## src/rtl/alu_operand_loader.sv

```systemverilog
// alu_operand_loader
// Front end for the ALU. Two active-low pushbuttons are synchronised and
// debounced. Load presses step the user through capturing operand A, operand
// B and the opcode. A clear press returns to the start. The stage presents
// registered a/b/op to the ALU, and valid qualifies a complete set.
//
// Ports:
//   clk     system clock, rising edge
//   rst     asynchronous active-high reset
//   sw      operand switches, sampled only on a load capture edge
//   op_sw   opcode switches, sampled only on the opcode capture edge
//   load_n  load button, low = pressed
//   clr_n   clear button, low = pressed
//   a, b    registered operands to the ALU
//   op      registered opcode to the ALU
//   valid   high while a/b/op form a complete set (READY)
//   stage   current state encoding
//
// state   | meaning
// --------+---------------------------------------------------
// LOAD_A  | waiting for the load press that captures sw into a
// LOAD_B  | waiting for the load press that captures sw into b
// LOAD_OP | waiting for the load press that captures op_sw into op
// READY   | a/b/op complete, valid high; next load press restarts
module alu_operand_loader #(
  parameter int N               = 4,
  parameter int OPW             = 3,
  parameter int DEBOUNCE_CYCLES = 4
) (
  input  logic           clk,
  input  logic           rst,
  input  logic [N-1:0]   sw,
  input  logic [OPW-1:0] op_sw,
  input  logic           load_n,
  input  logic           clr_n,
  output logic [N-1:0]   a,
  output logic [N-1:0]   b,
  output logic [OPW-1:0] op,
  output logic           valid,
  output logic [1:0]     stage
);

  localparam int CW = (DEBOUNCE_CYCLES > 2) ? $clog2(DEBOUNCE_CYCLES) : 1;
  localparam logic [CW-1:0] TC = CW'(DEBOUNCE_CYCLES - 1);

  typedef enum logic [1:0] {
    LOAD_A  = 2'd0,
    LOAD_B  = 2'd1,
    LOAD_OP = 2'd2,
    READY   = 2'd3
  } state_t;

  state_t state;

  // Index 0 = load, index 1 = clear.
  logic [1:0] btn_n;
  logic [1:0] sync1;
  logic [1:0] sync2;
  logic [1:0] deb;
  logic [1:0] press;

  assign btn_n = {clr_n, load_n};

  for (genvar gi = 0; gi < 2; gi++) begin : g_btn
    logic [CW-1:0] cnt;

    always_ff @(posedge clk or posedge rst) begin
      if (rst) begin
        sync1[gi] <= 1'b1;
        sync2[gi] <= 1'b1;
        deb[gi]   <= 1'b1;
        cnt       <= '0;
      end else begin
        sync1[gi] <= btn_n[gi];
        sync2[gi] <= sync1[gi];
        if (sync2[gi] == deb[gi]) begin
          cnt <= '0;
        end else if (cnt == TC) begin
          deb[gi] <= sync2[gi];
          cnt     <= '0;
        end else begin
          cnt <= cnt + CW'(1);
        end
      end
    end

    // The press event is true only in the cycle before deb falls. A held
    // button therefore yields one event, and the release must debounce
    // before another press event can occur.
    assign press[gi] = ~sync2[gi] & deb[gi] & (cnt == TC);
  end

  always_ff @(posedge clk or posedge rst) begin
    if (rst) begin
      state <= LOAD_A;
      a     <= '0;
      b     <= '0;
      op    <= '0;
      valid <= 1'b0;
    end else if (press[1]) begin
      // A clear press overrides a load press on the same edge.
      state <= LOAD_A;
      a     <= '0;
      b     <= '0;
      op    <= '0;
      valid <= 1'b0;
    end else if (press[0]) begin
      case (state)
        LOAD_A: begin
          a     <= sw;
          state <= LOAD_B;
        end
        LOAD_B: begin
          b     <= sw;
          state <= LOAD_OP;
        end
        LOAD_OP: begin
          op    <= op_sw;
          valid <= 1'b1;
          state <= READY;
        end
        READY: begin
          // The old operands stay visible while the user reloads.
          valid <= 1'b0;
          state <= LOAD_A;
        end
        default: state <= LOAD_A;
      endcase
    end
  end

  assign stage = state;

endmodule
```

## config.mk

```make
export PLATFORM = sky130hd
export DESIGN_NAME = alu_operand_loader
export DESIGN_NICKNAME = d
export VERILOG_FILES = /design/src/rtl/alu_operand_loader.sv
export SDC_FILE = /design/constraint.sdc
export NUM_CORES = 1
export LEC_CHECK = 0
export CORE_UTILIZATION = 45
export CTS_BUF_LIST = sky130_fd_sc_hd__clkbuf_8 sky130_fd_sc_hd__clkbuf_16
export CTS_CLUSTER_DIAMETER = 50
export DETAILED_ROUTE_END_ITERATION = 10
export HOLD_SLACK_MARGIN = 0.02
export PLACE_DENSITY = 0.74
export SLEW_MARGIN = 5
export SYNTH_ARGS = -nofsm -noshare
export SYNTH_HDL_FRONTEND = slang
export SYNTH_SLANG_ARGS = --single-unit
```

## constraint.sdc

```tcl
create_clock -name clk -period 1.3 [get_ports clk]
set_input_delay 0.195 -clock clk [delete_from_list [all_inputs] [get_ports clk]]
set_output_delay 0.195 -clock clk [all_outputs]
set_load 0.01 [all_outputs]
```

# Word level (Yosys, flattened, before mapping)
# Cells that the tools add are included.
[totals]
ff_bits = 24
in_bits = 11
out_inout_bits = 14
word_cells = 61
[classes]
n_addsub = 2
n_eq_ne = 7
muxes = 19
bitwise = 8
n_reduce_logical = 12
[ops]
columns = ["operator", "count"]
rows = [
  ["4-bit 2-to-1 mux", 6],
  ["2-bit 2-to-1 mux", 6],
  ["2-bit AND reduction", 6],
  ["3-bit 2-to-1 mux", 3],
  ["2-bit == test, second input constant", 4],
  ["2-bit case mux with 4 select lines", 1],
  ["2-bit nonzero test", 4],
  ["2-bit by 1-bit adder with 2-bit output, second input constant", 2],
  ["1-bit bitwise AND", 4],
  ["1-bit NOT", 4],
  ["3-bit nonzero test", 1],
  ["1-bit == test", 2],
  ["2-bit by 1-bit == test with 1-bit output, second input constant", 1],
  ["2-bit logical NOT", 1],
  ["1-bit 2-to-1 mux", 2],
  ["1-bit case mux with 2 select lines", 1],
]

# Logic depth before layout (Yosys ltp)
# Gate-level depths: netlist of run 1.
[depth]
ltp_word = 5
depth_mapped = 6
mapped_depth_nobuf = 4

# Worst setup path before layout of run 1
# OpenSTA, ideal clock, no wires.
[synth_timing]
kind = "register -> register"
startpoint = "register sync2[0]"
endpoint = "register op[0]"
setup_ps = 125
t_arrival_ps = 1325
path_slack_ps = -150
stages_incl_launch_ff = 6
path_buffers = 1
period_less_slack_ps = 1450
cell_sequence = "dfstp_2 > inv_1 > ha_1 > buf_6 > and3_4 > mux2_4"
[synth_via]
elab_chain_cells = 5
[synth_lines]
columns = ["item", "line_no", "rtl"]
rows = [
  ["start, declared", "58", "logic [1:0] sync2;"],
  ["start signal, assigned by index", "75", "sync2[gi] <= sync1[gi];"],
  ["1-bit NOT", "90", "assign press[gi] = ~sync2[gi] & deb[gi] & (cnt == TC);"],
  ["1-bit bitwise AND (2 in series)", "90", ""],
  ["2-bit nonzero test (no line)", "--", ""],
  ["2-bit AND reduction (no line)", "--", ""],
  ["end signal, assigned", "118", "op <= op_sw;"],
  ["end, declared", "38", "output logic [OPW-1:0] op,"],
]
# Every way passes these cells.
# A chain may end at the register's enable or synchronous reset.

# Worst setup path in the final report of run 1
[layout_timing]
startpoint = "register deb[0]"
endpoint = "register op[0]"
[layout_via]
elab_chain_cells = 4
[layout_lines]
columns = ["item", "line_no", "rtl"]
rows = [
  ["start, declared", "59", "logic [1:0] deb;"],
  ["start signal, assigned by index", "79", "deb[gi] <= sync2[gi];"],
  ["1-bit bitwise AND (2 in series)", "90", ""],
  ["2-bit nonzero test (no line)", "--", ""],
  ["2-bit AND reduction (no line)", "--", ""],
]
# Every way passes these cells.

==> impl_metrics.toml, run 1 <==
[finish]
multiInputGateArea_um2 = 616
final_cells = 156
nNetsFinal = 146
layout-drive-gt1-share_pct = 44.4
final-seq-area_um2 = 608
diodes = 0
final_common_cell = "dfrtp_1"
layout_common_cells = "dfrtp_1 (18), dlygate4sd2_1 (12), a21bo_2 (11)"
area_growth_pct = 35.5
fill_cells = 193

[logic_synthesis]
syn_inst = 93
synth_area_leaders = "dfrtp_1 (37%), dfstp_2 (13%), a21bo_2 (9.0%)"
syn-num-nets = 112
ys_seq_area_share_pct = 49.4
ys.warnings.count = 0
syn_area_mm2 = 0.00123
synth_top_area_share_pct = 36.6
ys_seq_elements = 24
ys_types = 22
yosys.area.top_type = "dfrtp_1"
synth.avg_cell_area_um2 = 13.2

[cts]
cts_max_level = 1
cts.path.max_buffers = 2
cts_sinks = 24
cts-root-buf = "clkbuf_8"
cts-buffers-inserted = 3
clock_latency_ps = 260
path_clk_slew_ps = 80
cts_tree = "done"
hold_buffers = 0

[setup_path]
slowest_stage = "dfstp_2"
cp-end-kind = "flip-flop"
worst-setup-path-type = "reg2reg"
max_stage_delay_ps = 560
cp-start-kind = "flip-flop"
required_ps = 1450
arrival_ps = 1490
cp_cell_sequence = "ha_4 > and3_4 > mux2_4"
worstPathMaxFanout = 4

[die]
die_w_um = 54.3
core_area_mm2 = 0.00252
num_io_pins = 25
die_area_mm2 = 0.00295
rows = 18
dieHeight_um = 54.3
start_util_pct = 48.8

[sta]
period_needed_ps = 1330
fin_crit_sh_pct = 103
finalClockSkew_ps = 2.59
hold_viol_final = 0
slew_violations = 0
rsz0062_at_grt = "true"
tightest_slew_ps = 298
fin_ws_ps = -34.5
fmax_mhz = 749
setup_violations = 9
relSlewSlack_pct = 80.1

[power]
vdd_drop_max_uv = 1110
switching_share_pct = 30.4
p_int_mw = 2.07
fin_total_pwr_mw = 2.98
p_leak_nw = 0.795
power_density_mw_per_mm2 = 1790
p_seq_share_pct = 38.0
switching_power_uw = 904
combPwrFrac_pct = 45.3
power_frac_clock_pct = 16.7

[placed_design]
hpwlAfterDp_um = 1560
dp_cells = 150
routabilityCongestion = 0.781
portBuffers = 24

[job]
cap_violations = 0

[routing]
routed_wl_um = 2200
drcViolationCount = 0
first_pass_iters = 2
vias_per_cell = 5.21
wl_per_cell_um = 14.1
ant_nets = 0
drt_iter0_drc = 6
num_vias = 813

[grt]
grt_max_degree = 25
grt_pass1_vias = 813
grt_pass1_wl_um = 3510
globalRouteTotalUtil_pct = 17.0
grt_antenna_before_repair = 0
overflow = 0

[hold_path]
hp-class = "in2async"

[status]
outcome = "finished with violations"
violations = "negative setup slack"
[flip-flops by register name, indices dropped and copies added, names as in the netlist]
register and cells:
a 4, stage 2, valid 1, sync1 2, b 4, op 3, g_btn.cnt 4, sync2 2
deb 2
[per-layer routing]
layer  share of wire (%)  up-vias  GRT usage [%]  wire length [um]
met5                   0        -              0                 0
met4                 1.1        0           7.69                24
met3                 3.2        2           2.50                71
met2                  49       17           29.5              1090
met1                  46      405           20.8              1020
li1                    -      389              -                 -
[synth_stat cells]
cell	instances
nand2b_1	2
nor3_1	2
and2_4	1
a311oi_1	2
a21oi_1	2
a21boi_0	6
a21bo_2	11
nor2_1	1
mux2_4	3
and3_4	2
a21bo_1	2
a31oi_1	1
buf_6	5
inv_1	5
mux2i_1	8
buf_2	2
mux2_2	2
nand3_1	2
ha_1	8
dfstp_2	6
dfrtp_1	18
nor2b_1	2
[cell type report]
class	instances	share of cell area [%]
Tap cell	30	2.25
Clock buffer	4	3.30
Sequential cell	24	36.5
Multi-Input combinational cell	57	36.9
Timing Repair Buffer	36	19.9
Inverter	5	1.13
[power groups by stage]
stage	clock [mW]	sequential, mW	combinational [mW]
6_report	0.498	1.13	1.35
5_1_grt	0.540	1.16	1.48
4_1_cts	0.514	1.13	1.33
3_5_place_dp	0	1.16	1.31
3_3_place_gp	0	1.14	1.26
2_1_floorplan	0	1.22	0.678
[repair_timing]
action | 4_1_cts | 5_1_grt
buffers inserted | 2 | 0
pin swaps | 3 | 2
setup endpoints to repair | 29 | 18
gates resized for setup | 24 | 6
[cells by family after synthesis]
group / after synthesis / synth area share [%]
and+or+nand+nor: 12 / 6.51
buffers and inverters: 12 / 6.92
DFF: 24 / 49.4
adders and majority gates: 8 / 8.14
muxes: 13 / 12.0
AOI/OAI and AO/OA: 24 / 17.0
[worst max-delay path, delay by kind of cell (launching register included)]
family                     cells  cell delay (ps)
and+or+nand+nor                1              210
DFF                            1              560
adders and majority gates      1              160
muxes                          1              290
[through the flow]
step / util [%] / worst slack, ps / instance area (um2) / hold WS, ps / TNS [ps]
2_1_floorplan: - / -73.8 / 1250 / 199 / -245
3_3_place_gp: 61.6 / -2.46 / 1550 / 347 / -5.97
3_5_place_dp: 61.6 / -54.0 / 1550 / 350 / -505
4_1_cts: 65.5 / -23.6 / 1650 / 269 / -142
5_1_grt: 66.1 / -74.9 / 1670 / 315 / -739
6_report: 66.1 / -34.5 / 1670 / 269 / -131
[final timing paths]
kind	from	to	slack, ps	depth (start not counted)
min in group clk	clr_n	sync1[1]	340	1
hold / removal	rst	op[1]	270	3
hold reg to reg	sync1[1]	sync2[1]	360	0
setup reg to reg	deb[0]	op[0]	-30	3
max in group asynchronous	rst	sync1[0]	750	3
setup / recovery	deb[0]	op[0]	-30	3
(Power assumes the default switching activity.)
==> inputs of run 2 (changes only) <==
--- a/config.mk
+++ b/config.mk
@@ -8,6 +8,7 @@
 export CORE_UTILIZATION = 45
 export CTS_BUF_LIST = sky130_fd_sc_hd__clkbuf_8 sky130_fd_sc_hd__clkbuf_16
 export CTS_CLUSTER_DIAMETER = 50
+export CTS_CLUSTER_SIZE = 16
 export DETAILED_ROUTE_END_ITERATION = 10
 export HOLD_SLACK_MARGIN = 0.02
 export PLACE_DENSITY = 0.74
==> results of run 2 <==
The final DEF is identical to that of run 1; final timing and power are the same.
